## src/rtl/instr_fetch.sv

```systemverilog
// ----------------------------------------------------------------------------
// instr_fetch
//   Instruction fetch unit sitting between instruction memory and the decoder.
//   Holds the PC and issues one 16-bit word fetch at a time. The memory may take
//   a variable number of cycles to answer. The fetched word and its PC are then
//   presented to the decoder. The decoder's halt and branch outcome, sampled
//   while the word is presented, select the next PC.
//
//   Sequence per instruction: IDLE (once after reset) -> REQ -> WAIT (1..n) ->
//   ISSUE -> REQ ...  HALT and ERR are terminal until reset.
//
// Parameters
//   RESET_PC     PC loaded on reset
//   MEM_TIMEOUT  WAIT cycles without imem_rdy before a fetch error (1..255)
//
// Ports
//   clk, rst_n   clock (rising edge) and asynchronous active-low reset
//   imem_re      read request, one-cycle pulse in REQ
//   imem_addr    word address of the request (always equals pc)
//   imem_rdata   returned instruction word
//   imem_rdy     imem_rdata valid this cycle (honoured only in WAIT)
//   instr, pc    instruction and its PC presented to the decoder
//   instr_vld    instr/pc valid (high only in ISSUE)
//   stall        backend not ready, holds ISSUE
//   hlt          decoder reports instr is HLT
//   br_taken     branch/jump resolved taken for instr
//   br_target    target PC when br_taken
//   halted       fetch stopped (HLT or error)
//   fetch_err    sticky memory-timeout error
// ----------------------------------------------------------------------------
module instr_fetch #(
  parameter logic [15:0] RESET_PC    = 16'h0000,
  parameter int unsigned MEM_TIMEOUT = 15
) (
  input  logic        clk,
  input  logic        rst_n,
  output logic        imem_re,
  output logic [15:0] imem_addr,
  input  logic [15:0] imem_rdata,
  input  logic        imem_rdy,
  output logic [15:0] instr,
  output logic [15:0] pc,
  output logic        instr_vld,
  input  logic        stall,
  input  logic        hlt,
  input  logic        br_taken,
  input  logic [15:0] br_target,
  output logic        halted,
  output logic        fetch_err
);

  typedef enum logic [2:0] {
    StIdle,
    StReq,
    StWait,
    StIssue,
    StHalt,
    StErr
  } state_e;

  localparam logic [7:0] TimeoutCnt = 8'(MEM_TIMEOUT);

  state_e      state_q, state_d;
  logic [15:0] pc_q, pc_d;
  logic [15:0] instr_q, instr_d;
  logic [7:0]  cnt_q, cnt_d;
  logic [7:0]  cnt_inc;

  logic        imem_re_q;
  logic        instr_vld_q;
  logic        halted_q;
  logic        fetch_err_q;

  // Next-state logic. Inputs only influence registered state, so every output
  // below is a flop and there is no combinational input-to-output path.
  always_comb begin
    state_d = state_q;
    pc_d    = pc_q;
    instr_d = instr_q;
    cnt_d   = cnt_q;
    cnt_inc = cnt_q + 8'd1;

    case (state_q)
      StIdle: begin
        state_d = StReq;
      end

      StReq: begin
        cnt_d   = 8'd0;
        state_d = StWait;
      end

      StWait: begin
        // Data arriving on the timeout cycle itself is still accepted.
        if (imem_rdy) begin
          instr_d = imem_rdata;
          state_d = StIssue;
        end else begin
          cnt_d = cnt_inc;
          if (cnt_inc == TimeoutCnt) begin
            state_d = StErr;
          end
        end
      end

      StIssue: begin
        // stall dominates; hlt dominates a simultaneous taken branch.
        if (!stall) begin
          if (hlt) begin
            state_d = StHalt;
          end else begin
            pc_d    = br_taken ? br_target : (pc_q + 16'd1);
            state_d = StReq;
          end
        end
      end

      StHalt: begin
        state_d = StHalt;
      end

      StErr: begin
        state_d = StErr;
      end

      default: begin
        state_d = StIdle;
      end
    endcase
  end

  // State and registered outputs. Outputs are loaded from the next state so
  // that they line up with state_q in the same cycle.
  always_ff @(posedge clk or negedge rst_n) begin
    if (!rst_n) begin
      state_q     <= StIdle;
      pc_q        <= RESET_PC;
      instr_q     <= 16'h0000;
      cnt_q       <= 8'd0;
      imem_re_q   <= 1'b0;
      instr_vld_q <= 1'b0;
      halted_q    <= 1'b0;
      fetch_err_q <= 1'b0;
    end else begin
      state_q     <= state_d;
      pc_q        <= pc_d;
      instr_q     <= instr_d;
      cnt_q       <= cnt_d;
      imem_re_q   <= (state_d == StReq);
      instr_vld_q <= (state_d == StIssue);
      halted_q    <= (state_d == StHalt) || (state_d == StErr);
      fetch_err_q <= (state_d == StErr);
    end
  end

  assign imem_re   = imem_re_q;
  assign imem_addr = pc_q;
  assign pc        = pc_q;
  assign instr     = instr_q;
  assign instr_vld = instr_vld_q;
  assign halted    = halted_q;
  assign fetch_err = fetch_err_q;

endmodule

```

## config.mk

```make
export PLATFORM = sky130hd
export DESIGN_NAME = instr_fetch
export DESIGN_NICKNAME = d
export VERILOG_FILES = /design/src/rtl/instr_fetch.sv
export SDC_FILE = /design/constraint.sdc
export NUM_CORES = 1
export LEC_CHECK = 0
export CORE_ASPECT_RATIO = 1.75
export CORE_MARGIN = 2
export CORE_UTILIZATION = 50
export CTS_BUF_LIST = sky130_fd_sc_hd__clkbuf_16
export DETAILED_ROUTE_END_ITERATION = 10
export PLACE_DENSITY = 0.92
export SYNTH_ARGS = -nofsm -noshare
export SYNTH_HDL_FRONTEND = slang
export SYNTH_SLANG_ARGS = --single-unit
```

## constraint.sdc

```tcl
create_clock -name clk -period 4.6 [get_ports clk]
set_input_delay 0.69 -clock clk [delete_from_list [all_inputs] [get_ports clk]]
set_output_delay 0.69 -clock clk [all_outputs]
set_load 0.02 [all_outputs]
```

# Word-level counts from Yosys, hierarchy flattened
# Cells that the tools add are included.
# totals
reg_bits	47
latchBits	0
ramBits	0
romBits	0
input_bits	38
output_inout_bits	52
wordCells	37
n_memories	0
# op_classes
n_addsub	2
n_mul	0
div_mod_pow	0
order_cmp	0
n_eq_ne	11
n_shift	0
n_mux	8
bitwise_logic	2
reduce_logical	6
# ops
op	count
$pmux 3 s6	1
$add 16x1->16 const B	1
$mux 16	1
$pmux 8 s2	1
$eq 3x3->1 const B	4
$mux 3	4
$eq 3x2->1 const B	3
$add 8x1->8 const B	1
$eq 8x4->1 const B	1
$mux 8	1
$eq 3x1->1 const B	2
$reduce_and 2->1	2
$logic_not 3->1	1
$reduce_and 3->1	1
$ne 2x2->1 const B	1
$not 1->1	2
$reduce_bool 2->1	1
$logic_or 1x1->1	1

# Logic depth before layout (Yosys ltp)
# Gate-level depths: netlist (run 1).
# depth
depth_word	7
mapped_depth	6
depth_no_buf	6

# Worst setup path before layout (run 1)
# Ideal clock, no wire load.
# synth_path
kind	input to register
from	input stall
to	register pc_q[7] (netlist: imem_addr[7])
setup_ns	0.135
t_arrival_ns	1.601
required_ns	4.465
setup_slack_ns	2.864
stages	5
path_buffers	1
path_cell_list	nand4bb_1 > nand2b_1 > clkbuf_1 > o21ai_0 > o21ai_0
# synth_between
elab_chain_len	2
# synth_lines
element	line_no	source
start: declaration	44	input logic stall,
$not 1->1 (no line)	--	
$reduce_and 3->1 (no line)	--	
end signal: assignment	146	pc_q <= pc_d;
end: declaration	64	logic [15:0] pc_q, pc_d;
# Every way passes these cells.
# A chain may end at the register's enable or synchronous reset.

# Worst setup path after layout (run 1)
# layout_path
from	input stall
to	register pc_q[12] (netlist: imem_addr[12])
# The elaborated chain is that of the path after synthesis.

==> metrics, run 1 <==
Hold-fix buffers, CTS=0; port buffer count=just under 90; count of cell types in the netlist=54; Lkg Pwr=~1.4 nW; Synth async-reset ratio=100%; status=finished clean; Post-Place Cell Area=roughly 3500 µm²; top-area cell type share of the netlist area=43.4%; core area=about 5300 µm²; global placer's final weighted congestion=~0.91; commonest non-fill, non-tap cell in the layout=clkdlybuf4s50_1; R2R Path End=imem_addr[12]; setup violators final=0; post-CTS resize count=0; DRT antenna net count=0; CP Cell Sequence=clkdlybuf4s50_1 -> nand4bb_1 -> nor2_1 -> o21ai_0 -> a22oi_1; Synth Area in Adders=under 10%; Crit path buffers/inverters=1; Layout Cell Area excl Fill=3650 µm²; CP Class=input port to register; total gr overflow=0; largest family of logic cells by synthesized area=simple AND/OR/NAND/NOR gates; DP Wirelength=4.86 mm; clock slew at reported path FFs=approximately 0.070 ns; H-tree lvl count=2; yosys warns=0; Num CTS Buffers=5; First-pass DRT Iterations=5; global-route usage over all layers=23.8%; Critical Path Sink Type=register; Power Dens Cells=670 nW/µm²; Mapped Area=between 2000 and 3000 µm²; max_slew headroom=between 20 and 30%; # fillers=399; Synth area leaders=dfrtp_1 43%, mux2_2 6.6%, o21ai_0 5.2%; Post-Synth XOR/XNOR Area=less than 1%; clock root buffer=clkbuf_16; initial DRC count=roughly 110; reg2reg start=state_q[0]; Vert. Die Dim=between 100 and 150 µm; Clk Latency, worst-skew pair=0.29 ns; Max Slew Vio Count=0; Mapped Cells=about 280; Worst Path Max Fanout=17; multiplexer area fraction after synthesis=around 7.8%; Synth Area in Simple Gates=19.5%; largest net degree at the start of global routing=between 40 and 50; std cell rows=35; worst hold start=instr[14]; CTS tree=built; worst hold stages=1; setup slack after layout=about 2.0 ns; period utilization=a little under three fifths; Hold Crit Class=register to register; Worst Hold End=instr[14]; crit-path leading delay family=simple AND/OR/NAND/NOR gates; EDFF count, synth=0; syn_area_per_cell=roughly 9.5 µm²; clk sinks=47; layout cell share with drive strength beyond 1=around a tenth; Layout area overhead=34.8%; IO Count=90; clk buf depth=2; post-synthesis compound-gate area fraction=between 10% and 20%; wire per inst=17.0 µm; initial antenna violation count=0; WP data arrival=2.80 ns; Req. time, crit path=between 4 and 5 ns; post-layout minimum cycle time=roughly 2.6 ns; fin nets=between 300 and 400; Worst-Margin Slew=1.06 ns; starting density of the core=between 50% and 60%; global-route wire length before repair=around 11 mm; post-layout util=69.5%; startpoint types=input port; area leader, netlist=dfrtp_1; sequential fraction of the synthesis area=between 40 and 50%; dpl ws=1.75 ns; drt drc=0; most common flop cell mapped by yosys=dfrtp_1; commonest non-fill, non-tap cells in the layout=88 x clkdlybuf4s50_1, 47 x dfrtp_1, 28 x o21ai_0, 23 x nand2_1, 20 x a21oi_1; crit-path max cell delay=between 0.8 and 0.9 ns; n_diodes=0; Post-Syn Nets=approximately 330; total number of vias=~2.5k; final wirelength=a little under 7 mm; vias in the first global route=around 2.3k; setup bufs post-CTS=0; Max rail drop VDD=around 0.36 mV; Fin. Hold Viols=0; RSZ-0062 raised after global routing=false; Chip Width=just under 60 µm; worst reg2reg path depth=4; f_max=slightly below 400 MHz; R2R Setup Slk=2.08 ns; Post-Route Skew=roughly 0.0047 ns; synthesized flop and latch total=47; vias per cell=slightly above 6; CP max-delay cell=nor2_1; setup total negative slack=0 ns; max-cap violations=0; Die Footprint=6050 µm²
[metrics by stage]
stage | hold slack, ns | cells | total power (W)
detailed placement | 0.495 | 397 | 0.00198
global route | 0.522 | 405 | 0.00258
CTS | 0.510 | 405 | 0.00245
finish | 0.507 | 405 | 0.00245
global placement | 0.488 | 397 | 0.00194
floorplan | 0.394 | 284 | 0.00152
[routing by layer]
metal	part of all wire (%)	global-route usage (%)	up-vias	wire, µm
met2	53	40.7	121	3690
met3	6.5	3.83	21	447
met1	37	28.8	1185	2550
li1	-	-	1153	-
met4	3.1	10.3	0	214
met5	0	0	-	0
[registers in the layout, summed over array words and instances (netlist names)]
signal,cells
instr_vld,1
instr,16
fetch_err,1
imem_addr,16
halted,1
state_q,3
cnt_q,8
imem_re,1
[worst register-to-register path, delay by kind of cell, from the launching register on]
family,cells,cell delay (ns)
and+or+nand+nor,2,1.20
AOI/OAI and AO/OA,2,0.47
DFF,1,0.77
[worst max path at each step]
stage / startpoint / to / slack [ns] / cells past startpoint
floorplan: stall / imem_addr[7] / 2.86 / 5
global placement: br_taken / imem_addr[12] / 1.85 / 5
detailed placement: stall / imem_addr[12] / 1.75 / 5
CTS: stall / imem_addr[12] / 2.05 / 5
global route: stall / imem_addr[12] / 1.73 / 5
finish: stall / imem_addr[12] / 2.00 / 5
[Yosys cell counts (all sizes together), types with 2 or more instances]
| cell | n |
|---|---|
| nand3b | 2 |
| nor2b | 2 |
| o22ai | 2 |
| mux2 | 16 |
| o41ai | 3 |
| o31ai | 7 |
| nand2b | 4 |
| nor3 | 11 |
| nand3 | 11 |
| buf | 18 |
| a22oi | 2 |
| o21ai | 28 |
| mux2i | 3 |
| nand4bb | 2 |
| a22o | 5 |
| and3 | 2 |
| or2 | 3 |
| inv | 9 |
| nor4 | 8 |
| nor2 | 12 |
| clkbuf | 13 |
| a21oi | 21 |
| nor3b | 2 |
| nand4 | 3 |
| dfrtp | 47 |
| ha | 3 |
| o2bb2ai | 2 |
| nand2 | 23 |
| or3 | 4 |
[cells by family after synthesis]
kind of cell / count (synthesis)
AO/OA/AOI/OAI: 81
XOR/XNOR: 1
buffers and inverters: 40
flip-flops: 47
adder cells (fa/ha/maj): 3
AND/OR/NAND/NOR: 93
multiplexers: 19
[cell type report]
cell class,count,area [µm²],area share [%]
timing repair buffer,89,886,24.2
clock inverter,3,67.6,1.85
multi-input combinational,197,1300,35.5
sequential,47,1180,32.2
clock buffer,5,125,3.42
tap,55,68.8,1.88
inverter,9,33.8,0.925
[power by group]
| group | internal, W | total (W) | switching, W | leakage [nW] |
|---|---|---|---|---|
| sequential | 0.000584 | 0.000815 | 0.000232 | 0.574 |
| clock | 0.000311 | 0.000471 | 0.000160 | 0.0900 |
| combinational | 0.000568 | 0.00116 | 0.000594 | 0.770 |
(Power assumes the default switching activity.)
==> run 2, diff against run 1 <==
Settings changed: CORE_UTILIZATION 50 to 42, PLACE_DENSITY 0.92 to 0.83.
Clock period 4.6 ns to 2.2 ns, I/O delays scaled along.
==> metrics, run 2 (same netlist as run 1, synthesis figures left out) <==
status=finished clean; post-CTS resize count=0 (unchanged); Critical Path Sink Type=register; core area=6230 µm² (+19%); clock root buffer=clkbuf_16; vias in the first global route=2,358 (+2.9%); Post-Layout Cell Count=440 (+8.6%); Req. time, crit path=2.38 ns (-2.42 ns); Worst-Margin Slew=0.465 ns (-0.591 ns); wire per inst=16.5 µm (-3.4%); Layout area overhead=37.8%; clock slew at reported path FFs=0.06 ns (about the same); Num CTS Buffers=5 (unchanged); f_max=around 540 MHz; placed cells=431 (+8.6%); commonest non-fill, non-tap cell in the layout=clkdlybuf4s50_1; P_sw=0.00205 W (+110%); Worst Path Max Fanout=7 (-10); Switching Share=40.9% (+0.61 points); WP data arrival=2.03 ns (-0.77 ns); clk sinks=47 (unchanged); Fin. Hold Viols=0 (unchanged); CTS tree=built; vias per cell=5.74 (-6.3%); CP Cell Sequence=inv_1 -> ha_1 -> or3b_4 -> nor3_1 -> a21oi_2 -> o31ai_1; layout cell share with drive strength beyond 1=11.7% (+2.0 points); port buffer count=89 (unchanged); CP max-delay cell=dfrtp_1; global-route usage over all layers=20.4% (-3.4 points); Hold-fix buffers, CTS=1 (+1); total number of vias=2,524 (+1.8%); Lkg Pwr=1.47 nW (+2.7%); Max rail drop VDD=0.644 mV (+81%); Chip Width=64.7 µm (+8.5%); setup total negative slack=0 ns (unchanged); post-layout minimum cycle time=1.85 ns; Logic pwr share=50.2% (+2.7 points); startpoint types=register; drt drc=0 (unchanged); Vert. Die Dim=110 µm (+8.8%); crit-path max cell delay=0.45 ns (-0.39 ns); IO Count=90 (unchanged); total gr overflow=0 (unchanged); First-pass DRT Iterations=5 (unchanged); Die Footprint=7140 µm² (+18%); clk buf depth=2 (unchanged); largest net degree at the start of global routing=20 (-58%); std cell rows=38 (+8.6%); period utilization=between 80 and 90%; clock share of power=16.8% (-2.4 points); Hold Crit Class=register to register; dpl ws=0.222 ns (-1.53 ns); max-cap violations=0 (unchanged); commonest non-fill, non-tap cells in the layout=88 x clkdlybuf4s50_1, 47 x dfrtp_1, 28 x o21ai_0, 23 x nand2_1, 20 x a21oi_1; Clk Latency, worst-skew pair=0.28 ns (about the same); global-route wire length before repair=11.3 mm (+2.1%); n_diodes=0 (unchanged); H-tree lvl count=2 (unchanged); final wirelength=7.25 mm (+5.0%); fin nets=400 (+2.6%); Crit path buffers/inverters=1 (unchanged); DRT antenna net count=0 (unchanged); Max Slew Vio Count=0 (unchanged); crit-path leading delay family=simple AND/OR/NAND/NOR gates; initial DRC count=161 (+41%); Power Dens Cells=1350 nW/µm² (+100%); setup violators final=0 (unchanged); setup slack after layout=0.347 ns (-1.65 ns); DP Wirelength=5.40 mm (+11%); max_slew headroom=69.0% (+39 points); register share of total power=33.0% (-0.3 points); initial antenna violation count=0 (unchanged); Post-Route Skew=0.00427 ns (-0.000422 ns); RSZ-0062 raised after global routing=false; P_int=0.00297 W (+100%); global placer's final weighted congestion=0.982 (+7.4%); CP Class=register to register; starting density of the core=43.5% (-8.1 points); hold slack=0.505 ns (-0.00217 ns); setup bufs post-CTS=0 (unchanged)
run 2: worst reg2reg max path: cells and delay by family, from the launching register on:
family | cells | cell delay (ns)
compound gates | 2 | 0.36
fa+ha+maj | 1 | 0.17
buf+inv | 1 | 0.09
flops | 1 | 0.45
simple gates | 2 | 0.68
run 2: final timing paths:
| path | start | endpoint | slack (ns) | cells after the start |
|---|---|---|---|---|
| worst max-delay path | cnt_q[0] | fetch_err | 0.35 | 6 |
| max in group asynchronous | rst_n | cnt_q[5] | 1.08 | 3 |
| worst min-delay path | instr[12] | instr[12] | 0.50 | 1 |
| min in group asynchronous | rst_n | imem_addr[6] | 0.51 | 2 |
| worst min register to register | instr[12] | instr[12] | 0.50 | 1 |
| worst max register to register | cnt_q[0] | fetch_err | 0.35 | 6 |
run 2: metrics by stage:
step	power, W	cell area, µm²	util [%]
finish	0.00503	3730	59.9
global route	0.00532	3730	59.9
CTS	0.00505	3730	59.9
detailed placement	0.00420	3560	57.2
global placement	0.00413	3560	57.2
floorplan	0.00317	2710	-
run 2: routing by layer:
| layer | global-route usage (%) | vias to the layer above | part of all wire (%) | routed length, µm |
|---|---|---|---|---|
| li1 | - | 1175 | - | - |
| met1 | 22.9 | 1221 | 36 | 2630 |
| met2 | 37.9 | 112 | 56 | 4080 |
| met3 | 2.84 | 16 | 5.2 | 380 |
| met4 | 8.97 | 0 | 2.1 | 153 |
| met5 | 0 | - | 0 | 0 |
run 2: power groups by stage:
stage                     Sequential (W)  Combinational, W  Clock, W
after global routing             0.00172           0.00270  0.000902
final                            0.00166           0.00252  0.000843
after detailed placement         0.00167           0.00253         0
after floorplan                  0.00192           0.00125         0
after global placement           0.00165           0.00248         0
after CTS                        0.00166           0.00254  0.000858
run 2: area by class of cell:
cell class,count,area (µm²)
flip-flops and latches,47,1180
clock buffers,5,125
well taps,80,100
repair buffers,99,963
multi-input cells,197,1300
inverters,9,33.8
fillers,570,2490
clock inverters,3,38.8
==> run 3, diff against run 2 <==
Clock period 2.2 ns to 1.6 ns, I/O delays scaled along.
==> metrics, run 3 (same netlist as run 1, synthesis figures left out) <==
wire per inst=16.4 µm (-0.59%); post-layout minimum cycle time=1.66 ns (-0.189 ns); Logic pwr share=55.5% (+5.3 points); post-layout util=64.1% (+4.2 points); commonest non-fill, non-tap cells in the layout=59 x clkdlybuf4s50_1, 47 x dfrtp_1, 32 x buf_4, 27 x o21ai_0, 25 x dlygate4sd2_1; fin nets=427 (+6.8%); register share of total power=30.2% (-2.8 points); final wirelength=7.65 mm (+5.5%); Switching Share=42.1% (+1.3 points); initial antenna violation count=0 (unchanged); Worst-Margin Slew=0.322 ns (-0.143 ns); Final Total Pwr=0.00701 W (+39%); global placer's final weighted congestion=0.916 (-6.7%); Post-Route Skew=0.00634 ns (+0.00207 ns); DP Wirelength=5.65 mm (+4.6%); n_diodes=0 (unchanged); H-tree lvl count=2 (unchanged); std cell rows=38 (unchanged); P_int=0.00406 W (+36%); Max rail drop VDD=0.908 mV (+41%); vias in the first global route=2,508 (+6.4%); port buffer count=89 (unchanged); drt drc=0 (unchanged); Clk Latency, worst-skew pair=0.29 ns (about the same); initial DRC count=132 (-18%); Num CTS Buffers=5 (unchanged); clk buf depth=2 (unchanged); f_max=601 MHz (+11%); Layout area overhead=47.3%; Lkg Pwr=1.69 nW (+15%); max_slew headroom=78.5% (+9.5 points); P_sw=0.00295 W (+44%); global-route usage over all layers=21.5% (+1.0 points); Post-Layout Cell Count=467 (+6.1%); dpl ws=-0.199 ns (-0.422 ns); Critical Path Sink Type=register; startpoint types=register; Die Footprint=7140 µm² (unchanged); CTS tree=built; setup total negative slack=-0.130 ns (-0.130 ns); total number of vias=2,632 (+4.3%); multi-input gate area in the final layout=1380 µm² (+6.1%); Chip Width=64.7 µm (unchanged); setup slack after layout=-0.0643 ns (-0.411 ns); clock slew at reported path FFs=0.07 ns (about the same); largest net degree at the start of global routing=48 (+140%); Req. time, crit path=1.78 ns (-0.60 ns); period utilization=104% (+20 points); IO Count=90 (unchanged); Vert. Die Dim=110 µm (unchanged); starting density of the core=43.5% (unchanged); clock root buffer=clkbuf_16; DRT antenna net count=0 (unchanged); global-route wire length before repair=11.9 mm (+5.3%); Hold Crit Class=input port to async pin; clock share of power=14.3% (-2.5 points); # fillers=541 (-5.1%); vias per cell=5.64 (-1.8%); clk sinks=47 (unchanged); total gr overflow=0 (unchanged); commonest non-fill, non-tap cell in the layout=clkdlybuf4s50_1; placed cells=456 (+5.8%); layout cell share with drive strength beyond 1=20.7% (+9.0 points); Worst Path Max Fanout=3 (-4); Seq. cell area=1180 µm² (unchanged); max-cap violations=0 (unchanged); WP data arrival=1.85 ns (-0.18 ns); Fin. Hold Viols=0 (unchanged); RSZ-0062 raised after global routing=true; Max Slew Vio Count=0 (unchanged); CP Class=register to register; Power Dens Cells=1760 nW/µm² (+30%); core area=6230 µm² (unchanged); setup violators final=5 (+5); status=complete, but fails checks; failing checks=setup timing; First-pass DRT Iterations=4 (-1)
==> run 3: per-layer routing <==
layer	vias to the layer above	global-route usage [%]	part of all wire [%]
met3	13	3.05	4.2
met5	-	0	0
met4	0	7.29	1.7
met2	89	41.0	57
met1	1288	23.9	37
li1	1242	-	-
==> run 3: per-stage QoR <==
step                      area (µm²)  hold slack, ns
after floorplan                 2720         -0.0556
after CTS                       3920           0.478
final                           3990           0.468
after global placement          3780           0.247
after detailed placement        3780           0.248
after global routing            3990           0.493
==> run 3: critical path: stages, from the launching register on <==
cell,delay (ns)
dfrtp_1,0.39
inv_1,0.06
ha_1,0.14
or3b_4,0.41
nor4_4,0.19
a21oi_2,0.14
o31ai_1,0.23
==> run 3: power by group through the flow <==
stage / clock (W) / sequential [W] / combinational, W
6_report: 0.00100 / 0.00212 / 0.00389
4_1_cts: 0.00102 / 0.00211 / 0.00382
3_5_place_dp: 0 / 0.00213 / 0.00397
2_1_floorplan: 0 / 0.00264 / 0.00172
3_3_place_gp: 0 / 0.00211 / 0.00390
5_1_grt: 0.00107 / 0.00219 / 0.00416
==> run 3: layout make-up <==
| cell class | instances | share of cell area [%] |
|---|---|---|
| multi-input cells | 198 | 34.4 |
| flip-flops and latches | 47 | 29.5 |
| well taps | 80 | 2.51 |
| clock buffers | 5 | 3.13 |
| clock inverters | 3 | 0.407 |
| repair buffers | 125 | 29.2 |
| inverters | 9 | 0.846 |
==> run 3: timing repair <==
item	in CTS	in global routing
resized for setup	28	17
buffers inserted	1	0
pin swaps	4	4
gates cloned	0	1
endpoints found under the setup margin	31	22
hold buffers	1	0
hold endpoints to repair	47	0
==> run 3: path summary, 6_finish.rpt <==
| kind | cells after the start | endpoint | startpoint | slack [ns] |
|---|---|---|---|---|
| setup reg to reg | 6 | state_q[2] | cnt_q[0] | -0.06 |
| hold reg to reg | 1 | instr[6] | instr[6] | 0.50 |
| setup / recovery | 6 | state_q[2] | cnt_q[0] | -0.06 |
| min in group clk | 1 | instr[6] | instr[6] | 0.50 |
| max in group asynchronous | 3 | cnt_q[3] | rst_n | 0.91 |
| hold / removal | 3 | imem_addr[6] | rst_n | 0.47 |
